==> config.mk <==
export PLATFORM = sky130hd
export DESIGN_NAME = delay_sram_controller
export DESIGN_NICKNAME = d
export VERILOG_FILES = /design/src/rtl/delay_sram_pkg.sv /design/src/rtl/delay_sram_wait_counter.sv /design/src/rtl/delay_sram_controller.sv
export SDC_FILE = /design/constraint.sdc
export NUM_CORES = 1
export LEC_CHECK = 0
export BUFFER_PORTS_ARGS = -buffer_cell sky130_fd_sc_hd__clkbuf_2
export CORE_ASPECT_RATIO = 0.6
export CORE_UTILIZATION = 45
export DETAILED_ROUTE_END_ITERATION = 12
export PLACE_DENSITY = 0.85
export SLEW_MARGIN = 20
export SYNTH_ARGS = -nofsm -noshare
export SYNTH_HDL_FRONTEND = slang
export SYNTH_HIERARCHICAL = 1
export SYNTH_SLANG_ARGS = --single-unit
==> constraint.sdc <==
create_clock -name clk -period 2.2 [get_ports clk]
set_input_delay 0.11 -clock clk [delete_from_list [all_inputs] [get_ports clk]]
set_output_delay 0.11 -clock clk [all_outputs]
set_load 0.01 [all_outputs]
==> src/rtl/delay_sram_pkg.sv <==
// Shared types and helpers for the delay-line SRAM controller.
// Optional feature macro: DELAY_SRAM_RR_ARB_EN (round-robin arbitration).
package delay_sram_pkg;

  typedef enum logic [2:0] {
    ST_IDLE     = 3'd0,
    ST_RD_WAIT  = 3'd1,
    ST_WR_PULSE = 3'd2,
    ST_WR_HOLD  = 3'd3,
    ST_DONE     = 3'd4
  } state_e;

  // Channel select encoding used by the arbiter and the last-served register.
  localparam logic CH_READ  = 1'b0;
  localparam logic CH_WRITE = 1'b1;

  // Width of the shared wait-state counter: enough to hold the larger wait count.
  function automatic int wait_cnt_width(input int rd_ws, input int wr_ws);
    int max_ws;
    max_ws = (rd_ws > wr_ws) ? rd_ws : wr_ws;
    return $clog2(max_ws + 1);
  endfunction

endpackage

==> src/rtl/delay_sram_wait_counter.sv <==
// Loadable down-counter with a zero flag, shared by the read-wait and
// write-pulse phases of the SRAM controller.
module delay_sram_wait_counter
  import delay_sram_pkg::*;
#(
  parameter int CNT_W = wait_cnt_width(2, 1)
) (
  input  logic             clk,
  input  logic             reset,
  input  logic             load_i,
  input  logic [CNT_W-1:0] load_val_i,
  input  logic             dec_i,
  output logic             zero_o
);

  logic [CNT_W-1:0] cnt_q;

  // Load takes precedence over decrement; the count saturates at zero.
  always_ff @(posedge clk) begin
    if (!reset) begin
      cnt_q <= '0;
    end else if (load_i) begin
      cnt_q <= load_val_i;
    end else if (dec_i && (cnt_q != '0)) begin
      cnt_q <= cnt_q - CNT_W'(1);
    end
  end

  assign zero_o = (cnt_q == '0);

endmodule

==> src/rtl/delay_sram_controller.sv <==
// Single-port asynchronous SRAM controller behind the delay-line buffer
// manager. Level-held read/write requests are range-checked, arbitrated and
// answered with one-cycle ready/invalid pulses. Each channel carries an armed
// flag so a request still held high after completion is not served again.
// Handshake: a request is held high until its ready or invalid pulse; the
// channel is re-armed by any cycle in which its request is sampled low.
// Optional feature macro: DELAY_SRAM_RR_ARB_EN selects round-robin on a
// read/write tie; without it a write wins the tie.
module delay_sram_controller
  import delay_sram_pkg::*;
#(
  parameter int data_width        = 16,
  parameter int sram_addr_width   = 12,
  parameter int sram_capacity     = 8096,
  parameter int read_wait_states  = 2,
  parameter int write_wait_states = 1
) (
  input  logic                       clk,
  input  logic                       reset,
  input  logic                       req_sram_read,
  input  logic                       req_sram_write,
  input  logic [sram_addr_width-1:0] req_sram_read_addr,
  input  logic [sram_addr_width-1:0] req_sram_write_addr,
  input  logic [data_width-1:0]      data_to_sram,
  output logic                       sram_read_ready,
  output logic                       sram_write_ready,
  output logic                       sram_read_invalid,
  output logic                       sram_write_invalid,
  output logic [data_width-1:0]      data_from_sram,
  output logic [sram_addr_width-1:0] sram_addr,
  output logic [data_width-1:0]      sram_dq_out,
  output logic                       sram_dq_oe,
  input  logic [data_width-1:0]      sram_dq_in,
  output logic                       sram_ce_n,
  output logic                       sram_oe_n,
  output logic                       sram_we_n,
  output state_e                     dbg_state_o,
  output logic [1:0]                 dbg_armed_o
);

  localparam int               CNT_W   = wait_cnt_width(read_wait_states, write_wait_states);
  localparam logic [CNT_W-1:0] RD_LOAD = CNT_W'(read_wait_states - 1);
  localparam logic [CNT_W-1:0] WR_LOAD = CNT_W'(write_wait_states - 1);
  localparam logic [31:0]      CAP32   = 32'(sram_capacity);

  state_e                     state_q, state_d;
  logic                       armed_rd_q, armed_rd_d;
  logic                       armed_wr_q, armed_wr_d;
  logic [sram_addr_width-1:0] addr_q, addr_d;
  logic [data_width-1:0]      dq_out_q, dq_out_d;
  logic                       dq_oe_q, dq_oe_d;
  logic                       ce_n_q, ce_n_d;
  logic                       oe_n_q, oe_n_d;
  logic                       we_n_q, we_n_d;
  logic [data_width-1:0]      rdata_q, rdata_d;
  logic                       rd_rdy_q, rd_rdy_d;
  logic                       wr_rdy_q, wr_rdy_d;
  logic                       rd_inv_q, rd_inv_d;
  logic                       wr_inv_q, wr_inv_d;
`ifdef DELAY_SRAM_RR_ARB_EN
  logic                       last_q, last_d;
`endif

  logic             cnt_load;
  logic [CNT_W-1:0] cnt_load_val;
  logic             cnt_dec;
  logic             cnt_zero;
  logic             sel;

  logic rd_in_range, wr_in_range;
  logic rd_elig, wr_elig;
  logic rd_ok, wr_ok;

  // Unsigned range check, zero-extended to 32 bits.
  assign rd_in_range = (32'(req_sram_read_addr) < CAP32);
  assign wr_in_range = (32'(req_sram_write_addr) < CAP32);
  assign rd_elig     = req_sram_read && armed_rd_q;
  assign wr_elig     = req_sram_write && armed_wr_q;
  assign rd_ok       = rd_elig && rd_in_range;
  assign wr_ok       = wr_elig && wr_in_range;

  delay_sram_wait_counter #(
    .CNT_W (CNT_W)
  ) u_wait_cnt (
    .clk        (clk),
    .reset      (reset),
    .load_i     (cnt_load),
    .load_val_i (cnt_load_val),
    .dec_i      (cnt_dec),
    .zero_o     (cnt_zero)
  );

  // Next-state, strobe and response logic; everything holds unless changed.
  always_comb begin
    state_d      = state_q;
    armed_rd_d   = armed_rd_q;
    armed_wr_d   = armed_wr_q;
    addr_d       = addr_q;
    dq_out_d     = dq_out_q;
    dq_oe_d      = dq_oe_q;
    ce_n_d       = ce_n_q;
    oe_n_d       = oe_n_q;
    we_n_d       = we_n_q;
    rdata_d      = rdata_q;
    rd_rdy_d     = 1'b0;
    wr_rdy_d     = 1'b0;
    rd_inv_d     = 1'b0;
    wr_inv_d     = 1'b0;
    cnt_load     = 1'b0;
    cnt_load_val = '0;
    cnt_dec      = 1'b0;
    sel          = CH_WRITE;
`ifdef DELAY_SRAM_RR_ARB_EN
    last_d       = last_q;
`endif

    // A low request re-arms its channel.
    if (!req_sram_read)  armed_rd_d = 1'b1;
    if (!req_sram_write) armed_wr_d = 1'b1;

    case (state_q)
      ST_IDLE: begin
        // Out-of-range requests are rejected without touching the SRAM.
        if (rd_elig && !rd_in_range) begin
          rd_inv_d   = 1'b1;
          armed_rd_d = 1'b0;
        end
        if (wr_elig && !wr_in_range) begin
          wr_inv_d   = 1'b1;
          armed_wr_d = 1'b0;
        end
`ifdef DELAY_SRAM_RR_ARB_EN
        if (rd_ok && wr_ok) sel = (last_q == CH_WRITE) ? CH_READ : CH_WRITE;
        else                sel = wr_ok ? CH_WRITE : CH_READ;
`else
        sel = wr_ok ? CH_WRITE : CH_READ;
`endif
        if (rd_ok || wr_ok) begin
`ifdef DELAY_SRAM_RR_ARB_EN
          last_d = sel;
`endif
          if (sel == CH_WRITE) begin
            armed_wr_d   = 1'b0;
            addr_d       = req_sram_write_addr;
            dq_out_d     = data_to_sram;
            dq_oe_d      = 1'b1;
            ce_n_d       = 1'b0;
            we_n_d       = 1'b0;
            cnt_load     = 1'b1;
            cnt_load_val = WR_LOAD;
            state_d      = ST_WR_PULSE;
          end else begin
            armed_rd_d   = 1'b0;
            addr_d       = req_sram_read_addr;
            dq_oe_d      = 1'b0;
            ce_n_d       = 1'b0;
            oe_n_d       = 1'b0;
            cnt_load     = 1'b1;
            cnt_load_val = RD_LOAD;
            state_d      = ST_RD_WAIT;
          end
        end
      end
      ST_RD_WAIT: begin
        if (cnt_zero) begin
          rdata_d  = sram_dq_in;
          oe_n_d   = 1'b1;
          ce_n_d   = 1'b1;
          rd_rdy_d = 1'b1;
          state_d  = ST_DONE;
        end else begin
          cnt_dec = 1'b1;
        end
      end
      ST_WR_PULSE: begin
        if (cnt_zero) begin
          we_n_d  = 1'b1;
          state_d = ST_WR_HOLD;
        end else begin
          cnt_dec = 1'b1;
        end
      end
      ST_WR_HOLD: begin
        // Address and data stayed driven one cycle past we_n for hold time.
        ce_n_d   = 1'b1;
        dq_oe_d  = 1'b0;
        wr_rdy_d = 1'b1;
        state_d  = ST_DONE;
      end
      ST_DONE: begin
        // Bus turnaround; nothing is accepted here.
        state_d = ST_IDLE;
      end
      default: begin
        state_d = ST_IDLE;
      end
    endcase
  end

  // State and output registers; reset abandons any access immediately.
  always_ff @(posedge clk) begin
    if (!reset) begin
      state_q    <= ST_IDLE;
      armed_rd_q <= 1'b1;
      armed_wr_q <= 1'b1;
      addr_q     <= '0;
      dq_out_q   <= '0;
      dq_oe_q    <= 1'b0;
      ce_n_q     <= 1'b1;
      oe_n_q     <= 1'b1;
      we_n_q     <= 1'b1;
      rdata_q    <= '0;
      rd_rdy_q   <= 1'b0;
      wr_rdy_q   <= 1'b0;
      rd_inv_q   <= 1'b0;
      wr_inv_q   <= 1'b0;
`ifdef DELAY_SRAM_RR_ARB_EN
      last_q     <= CH_WRITE;
`endif
    end else begin
      state_q    <= state_d;
      armed_rd_q <= armed_rd_d;
      armed_wr_q <= armed_wr_d;
      addr_q     <= addr_d;
      dq_out_q   <= dq_out_d;
      dq_oe_q    <= dq_oe_d;
      ce_n_q     <= ce_n_d;
      oe_n_q     <= oe_n_d;
      we_n_q     <= we_n_d;
      rdata_q    <= rdata_d;
      rd_rdy_q   <= rd_rdy_d;
      wr_rdy_q   <= wr_rdy_d;
      rd_inv_q   <= rd_inv_d;
      wr_inv_q   <= wr_inv_d;
`ifdef DELAY_SRAM_RR_ARB_EN
      last_q     <= last_d;
`endif
    end
  end

  assign sram_read_ready    = rd_rdy_q;
  assign sram_write_ready   = wr_rdy_q;
  assign sram_read_invalid  = rd_inv_q;
  assign sram_write_invalid = wr_inv_q;
  assign data_from_sram     = rdata_q;
  assign sram_addr          = addr_q;
  assign sram_dq_out        = dq_out_q;
  assign sram_dq_oe         = dq_oe_q;
  assign sram_ce_n          = ce_n_q;
  assign sram_oe_n          = oe_n_q;
  assign sram_we_n          = we_n_q;
  assign dbg_state_o        = state_q;
  assign dbg_armed_o        = {armed_wr_q, armed_rd_q};

endmodule

==> metrics.md, run 1 <==
| Metric | Value |
|---|---|
| Outcome | completed |
| Hold Path Class | input port to register |
| Clock slew at reported path FFs | 60 ps |
| Crit end category | register |
| WL/cell | 14.3 um |
| Top-count cell post-synth | nand2_1 |
| Clock network power share | 19.8% |
| Pwr/cell area | 1220 nW/um2 |
| Row count | 19 |
| Post-synth cell types | 38 |
| Net Sw Frac | 39.3% |
| Largest net degree at the start of global routing | 47 |
| Mean Syn Cell Area | 8.26 um2 |
| Multiplexer share of the synthesized area | 0% |
| Max-cap violations | 0 |
| Fin util | 67.5% |
| Tmin final | 1760 ps |
| Via count | 2503 |
| Xor/xnor share of the synthesized area | 0.744% |
| Sequential area share after synthesis | 48.5% |
| Routed wire length | 6790 um |
| RSZ-0062 raised after global routing | false |
| Async S/R FF share, synth | 0% |
| TritonRoute pass-1 iters | 5 |
| Crit path DAT | 1980 ps |
| Initial Utilization | 49.0% |
| Final ANT Viol Nets | 0 |
| Fin. Hold Viols | 0 |
| R2R Setup Slk | 440 ps |
| TritonCTS Buffers | 9 |
| WL met1 | 2930 um |
| # diodes | 0 |
| Combinational share of power | 41.6% |
| Crit path launch | dbg_state_o[1] |
| Primary FF master, synth | dfxtp_1 |
| Drc violations | 0 |
| Share of cells above drive strength 1 | 33.9% |
| Fin Clk Skew | 5.07 ps |
| Internal power | 0.00240 W |
| EDFF count, synth | 0 |
| Ports | 117 |
| Hold_sp | data_to_sram[7] |
| Length of routed met3 wiring | 692 um |
| Routability cong. | 0.788 |
| Largest family of logic cells by synthesized area | compound AO/OA/AOI/OAI gates |
| Initial antenna violation count | 0 |
| Commonest cells post-synth | nand2_1, dfxtp_1, a21oi_1 |
| Gr usage total | 25.8% |
| F_max | 0.570 GHz |
| Worst setup SP type | register |
| Flops & latches, synth | 57 |
| Vias in the first global route | 2376 |
| Via-to-Cell Ratio | 5.29 |
| Post-synthesis simple-gate area fraction | 19.9% |
| Slew margin rel. | 45.3% |
| Placed wire-length estimate | 4580 um |
| Worst-Skew Late Latency | 330 ps |
| IO buf count | 114 |
| Wire length on met2 | 3100 um |
| Synth-to-layout area growth | 37.7% |
| NetSw | 0.00155 W |
| Synth Area in Compound Gates | 22.8% |
| Tcrit/Tclk final | 79.8% |
| Drt initial violations | 163 |
| Syn Inst Count | 285 |
| RR Startpoint | dbg_state_o[1] |
| Sequential Power Share | 38.6% |
| Fillers | 398 |
| Die H | 58.0 um |
| Synth Cell Area | 2350 um2 |
| Share of the synthesized area in the top cell type | 48.5% |
| Post-CTS sizing | 0 |
| Post-Synth Adder-Cell Area | 0.532% |
| CORE AREA | 4800 um2 |
| CP required | 2420 ps |
| Number of hold buffers added after CTS | 17 |
| Synth top area cells | dfxtp_1, nand2_1, a21oi_1, a311oi_1, o21ai_0 |
| First-pass GRT wire length | 10800 um |
| CTS tree | done |
| Setup_tns | 0 ps |
| Setup Buffers After CTS | 0 |
| Root buf cell | clkbuf_8 |
| Yosys warnings | 6 |
| VDD IR max | 0.653 mV |
| Final cell count without fillers | 473 |
| Total grt overflow | 0 |
| Final setup viols | 0 |
| CTS Buffer Depth | 2 |
| Die outline area | 5530 um2 |
| H-Tree Depth | 3 |
| Final Max Slew Viols | 0 |
| Die X-Extent | 95.4 um |
| NumNets Final | 469 |
| Max Fanout on Critical Path | 14 |
| Synth area leader | dfxtp_1 |
| Crit Path Category | register to register |
| Placed Cells | 442 |
| Leak Pwr | 1.47 nW |
| Clk sinks | 57 |
| Worst-margin pin slew | 819 ps |
| Highest routed layer | met4 |
## registers in the layout, summed over array words and instances, names as in the netlist
register / count
sram_oe_n: 1
sram_dq_oe: 1
data_from_sram: 16
sram_addr: 12
u_wait_cnt/cnt_q: 2
sram_ce_n: 1
dbg_state_o: 3
sram_we_n: 1
armed_wr_q: 1
sram_write_ready: 1
armed_rd_q: 1
sram_dq_out: 16
sram_read_ready: 1
## metrics by stage
| stage | total power [W] | hold WS [ps] | setup slack [ps] | cell area (um2) |
|---|---|---|---|---|
| 3_3_place_gp | 0.00311 | 306 | 572 | 2910 |
| 5_1_grt | 0.00422 | 13.2 | 333 | 3240 |
| 3_5_place_dp | 0.00316 | 309 | 487 | 2910 |
| 2_1_floorplan | 0.00262 | 182 | 579 | 2360 |
| 4_1_cts | 0.00396 | 0.324 | 481 | 3230 |
| 6_report | 0.00395 | 11.3 | 445 | 3240 |
## logic make-up after synthesis
| group | count (synthesis) |
|---|---|
| buffers and inverters | 33 |
| adders and majority gates | 1 |
| xor gates and xnor gates | 2 |
| DFF | 57 |
| and+or+nand+nor | 102 |
| AOI/OAI and AO/OA | 89 |
| other | 1 |
## worst paths after layout
kind,endpoint,cells after the start
max,sram_addr[4],4
min,sram_dq_out[7],3
max reg2reg,sram_addr[4],4
min reg2reg,data_from_sram[1],2
## worst max-delay path: stages, from the launching register on
cell and delay [ps]:
dfxtp_1 450, nor3_4 530, buf_4 280, a21oi_1 90, a311oi_1 300
## placed cells by master (no fill, tap or decap), types with 2 or more instances in the layout
| master | n |
|---|---|
| o21ai_0 | 20 |
| nand3_1 | 18 |
| nand4bb_1 | 2 |
| nand2_1 | 63 |
| conb_1 | 3 |
| nor2_1 | 7 |
| buf_4 | 7 |
| and3_1 | 2 |
| clkbuf_1 | 2 |
| inv_1 | 3 |
| dlygate4sd3_1 | 18 |
| clkbuf_8 | 10 |
| xnor2_1 | 2 |
| dfxtp_1 | 57 |
| a21oi_1 | 47 |
| a311oi_1 | 12 |
| clkbuf_2 | 114 |
| nor3_1 | 2 |
## routing by layer
layer  vias up  track usage [%]
li1       1231                -
met1      1137             31.2
met2       128             41.9
met3         7             9.97
met4         0             9.31
met5         -                0
## area by class of cell
class,instances,area (um2),share of cell area (%)
Clock inverter,1,5.00,0.154
Inverter,4,15.0,0.463
Multi-Input combinational cell,197,1050,32.5
Timing Repair Buffer,139,803,24.8
Sequential cell,57,1140,35.2
Clock buffer,12,145,4.48
Tap cell,63,78.8,2.43
## power by group through the flow
| stage | Clock [W] | Sequential, W | Combinational (W) |
|---|---|---|---|
| after floorplan | 0 | 0.00160 | 0.00102 |
| after global placement | 0 | 0.00153 | 0.00158 |
| after detailed placement | 0 | 0.00154 | 0.00162 |
| after CTS | 0.000802 | 0.00152 | 0.00164 |
| after global routing | 0.000856 | 0.00156 | 0.00181 |
| final | 0.000784 | 0.00153 | 0.00164 |
Power figures use the tool's default switching activity.
==> run 2, diff against run 1 <==
- ABC_AREA: default -> 1
- CORE_UTILIZATION: 45 -> 41
- PLACE_DENSITY: 0.85 -> 0.82
- clock period: 2.2 -> 1.5 ns (I/O delays scaled with it)
==> run 2 against run 1 <==
Hold slack better by 68 ps; critical path type unchanged; largest cell class unchanged; sequential cell count did not move; register-to-register slack got worse by 330 ps.
==> metrics.md, run 2 <==
| Metric | Value |
|---|---|
| Die outline area | 6110 um2 (was 5530 um2) |
| Crit path launch | u_wait_cnt/cnt_q[0] (was dbg_state_o[1]) |
| Hold Path Class | input port to register (unchanged) |
| EDFF count, synth | 0 (unchanged) |
| Clock slew at reported path FFs | 70 ps (was 60 ps) |
| H-Tree Depth | 3 (unchanged) |
| Placed wire-length estimate | 4130 um (was 4580 um) |
| Routed wire length | 6440 um (was 6790 um) |
| Top-count cell post-synth | nand2_1 (unchanged) |
| Synth-to-layout area growth | 47.3% (was 37.7%) |
| Routability cong. | 0.816 (was 0.788) |
| Reg-to-reg critical path endpoint | data_from_sram[6] (was sram_addr[4]) |
| Row count | 21 (was 19) |
| Final ANT Viol Nets | 0 (unchanged) |
| Synth Cell Area | 2380 um2 (was 2350 um2) |
| Mean Syn Cell Area | 7.31 um2 (was 8.26 um2) |
| TritonCTS Buffers | 9 (unchanged) |
| Most common cell after layout, fill and taps aside | nand2_1 (was clkbuf_2) |
| CORE AREA | 5570 um2 (was 4800 um2) |
| WL/cell | 11.5 um (was 14.3 um) |
| Via-to-Cell Ratio | 4.55 (was 5.29) |
| Clk sinks | 57 (unchanged) |
| Synth area leader | dfxtp_1 (unchanged) |
| R2R cell count | 7 (was 4) |
| Final Max Slew Viols | 0 (unchanged) |
| Setup_tns | 0 ps (unchanged) |
| Root buf cell | clkbuf_8 (unchanged) |
| Final setup viols | 0 (unchanged) |
| NumNets Final | 538 (was 469) |
| Total grt overflow | 0 (unchanged) |
| Fin Clk Skew | 5.46 ps (was 5.07 ps) |
| Crit path DAT | 1670 ps (was 1980 ps) |
| Leak Pwr | 1.83 nW (was 1.47 nW) |
| Tcrit/Tclk final | 92.6% (was 79.8%) |
| Largest stage delay, worst path | 340 ps (was 530 ps) |
| Most frequent cells in the layout | nand2_1, clkbuf_2, dfxtp_1 (was clkbuf_2, nand2_1, dfxtp_1) |
| R2R Setup Slk | 110 ps (was 440 ps) |
| CTS Buffer Depth | 2 (unchanged) |
| Initial antenna violation count | 0 (unchanged) |
| Die H | 61.0 um (was 58.0 um) |
| RR Startpoint | u_wait_cnt/cnt_q[0] (was dbg_state_o[1]) |
| Crit end category | register (unchanged) |
| Drt initial violations | 111 (was 163) |
| VDD IR max | 0.782 mV (was 0.653 mV) |
| Drc violations | 0 (unchanged) |
| IO buf count | 114 (unchanged) |
| Commonest cells post-synth | nand2_1, dfxtp_1, nor2_1 (was nand2_1, dfxtp_1, a21oi_1) |
| Worst slack at placement | 52.3 ps (was 487 ps) |
| Max-cap violations | 0 (unchanged) |
| Primary FF master, synth | dfxtp_1 (unchanged) |
| Final Power | 0.00538 W (was 0.00395 W) |
| Sequential area share after synthesis | 48.0% (was 48.5%) |
| Share of cells above drive strength 1 | 35.5% (was 33.9%) |
| Via count | 2558 (was 2503) |
| F_max | 0.720 GHz (was 0.570 GHz) |
| Vias in the first global route | 2206 (was 2376) |
| Max Fanout on Critical Path | 17 (was 14) |
| Synth top area cells | dfxtp_1, nand2_1, nor2_1, a21oi_1, o21ai_0 (was dfxtp_1, nand2_1, a21oi_1, a311oi_1, o21ai_0) |
| Gr usage total | 20.9% (was 25.8%) |
| CP cell instances | inv_1 -> ha_2 -> inv_2 -> nor2_4 -> nor2_4 -> nand2_1 -> nand2_1 (was nor3_4 -> buf_4 -> a21oi_1 -> a311oi_1) |
| Outcome | completed (unchanged) |
| Final setup margin | 110 ps (was 445 ps) |
| Syn Inst Count | 325 (was 285) |
| TritonRoute pass-1 iters | 4 (was 5) |
| Post-synth cell types | 26 (was 38) |
| Initial Utilization | 42.7% (was 49.0%) |
| Fin. Hold Viols | 0 (unchanged) |
| Flops & latches, synth | 57 (unchanged) |
| Yosys warnings | 6 (unchanged) |
| Worst setup SP type | register (unchanged) |
| CTS tree | done (unchanged) |
| Worst hold slack | 79.7 ps (was 11.3 ps) |
| # diodes | 0 (unchanged) |
| Die X-Extent | 100 um (was 95.4 um) |
| CP required | 1780 ps (was 2420 ps) |
| Pwr/cell area | 1540 nW/um2 (was 1220 nW/um2) |
| Ports | 117 (unchanged) |
| Worst-Skew Late Latency | 340 ps (was 330 ps) |
| Share of the synthesized area in the top cell type | 48.0% (was 48.5%) |
| CP endpoint | data_from_sram[6] (was sram_addr[4]) |
| Slowest cell on crit path | dfxtp_2 (was nor3_4) |
| Tmin final | 1390 ps (was 1760 ps) |
| Async S/R FF share, synth | 0% (unchanged) |
| Largest net degree at the start of global routing | 21 (was 47) |
| First-pass GRT wire length | 9500 um (was 10800 um) |
| Crit Path Category | register to register (unchanged) |
run 2: cell types whose count changed in the layout (fill, tap and decap cells not counted), sizes merged, moves of 5 or more:
cell,change
nand2,+79
o21ai,-5
dlygate4sd3,+16
nor2,+32
a311oi,-12
nand3,-9
a21oi,-28
inv,+16
run 2: layout make-up:
cell class,count,area [um2]
tap,80,100
fill,480,2070
clock buffer,9,124
multi-input combinational,233,1030
clock inverter,7,46.3
timing repair buffer,156,971
inverter,20,83.8
sequential,57,1140
run 2: logic make-up after synthesis:
logic type | Yosys count | share of synthesized area, %
adders and majority gates | 1 | 0.527
buffers and inverters | 37 | 9.00
and+or+nand+nor | 191 | 33.8
DFF | 57 | 48.0
AOI/OAI and AO/OA | 38 | 8.53
other | 1 | 0.158
run 2: per-stage QoR:
stage,util [%],instances,instance area [um2]
6_report,62.8,562,3500
5_1_grt,62.8,562,3500
4_1_cts,62.4,560,3480
3_5_place_dp,53.3,510,2970
3_3_place_gp,53.3,510,2970
2_1_floorplan,-,327,2380
run 2: repair_timing:
action / in CTS / in global routing
setup endpoints to repair: 0 / 39
endpoints found under the hold margin: 34 / 0
resized for setup: 0 / 7
setup buffers: 0 / 2
hold buffers: 34 / 0
run 2: worst min-delay path by stage:
stage,from,end,slack (ps),cells past startpoint
floorplan,req_sram_read,armed_rd_q,160,1
global placement,sram_dq_in[3],data_from_sram[3],260,3
detailed placement,sram_dq_in[6],data_from_sram[6],270,3
CTS,req_sram_write_addr[2],sram_addr[2],70,5
global route,req_sram_write_addr[3],sram_addr[3],90,5
finish,req_sram_write_addr[2],sram_addr[2],80,5
run 2: power breakdown:
| part | switching (W) | internal, W | leakage [nW] |
|---|---|---|---|
| registers | 0.000227 | 0.00189 | 0.469 |
| logic | 0.00123 | 0.000800 | 1.28 |
| clock network | 0.000643 | 0.000593 | 0.0814 |
| total | 0.00210 | 0.00328 | 1.83 |
run 2: metal layers:
layer | vias to the layer above | part of all wire, % | global-route usage [%]
li1 | 1305 | - | -
met2 | 119 | 47 | 35.8
met1 | 1120 | 45 | 24.3
met4 | 0 | 1.2 | 6.42
met5 | - | 0 | 0
met3 | 14 | 7.7 | 8.87
run 2: critical path: cells and delay by family (launching register included):
kind          cells  cell delay (ps)
simple gates      4              630
flops             1              340
fa+ha+maj         1              210
buf+inv           2              140
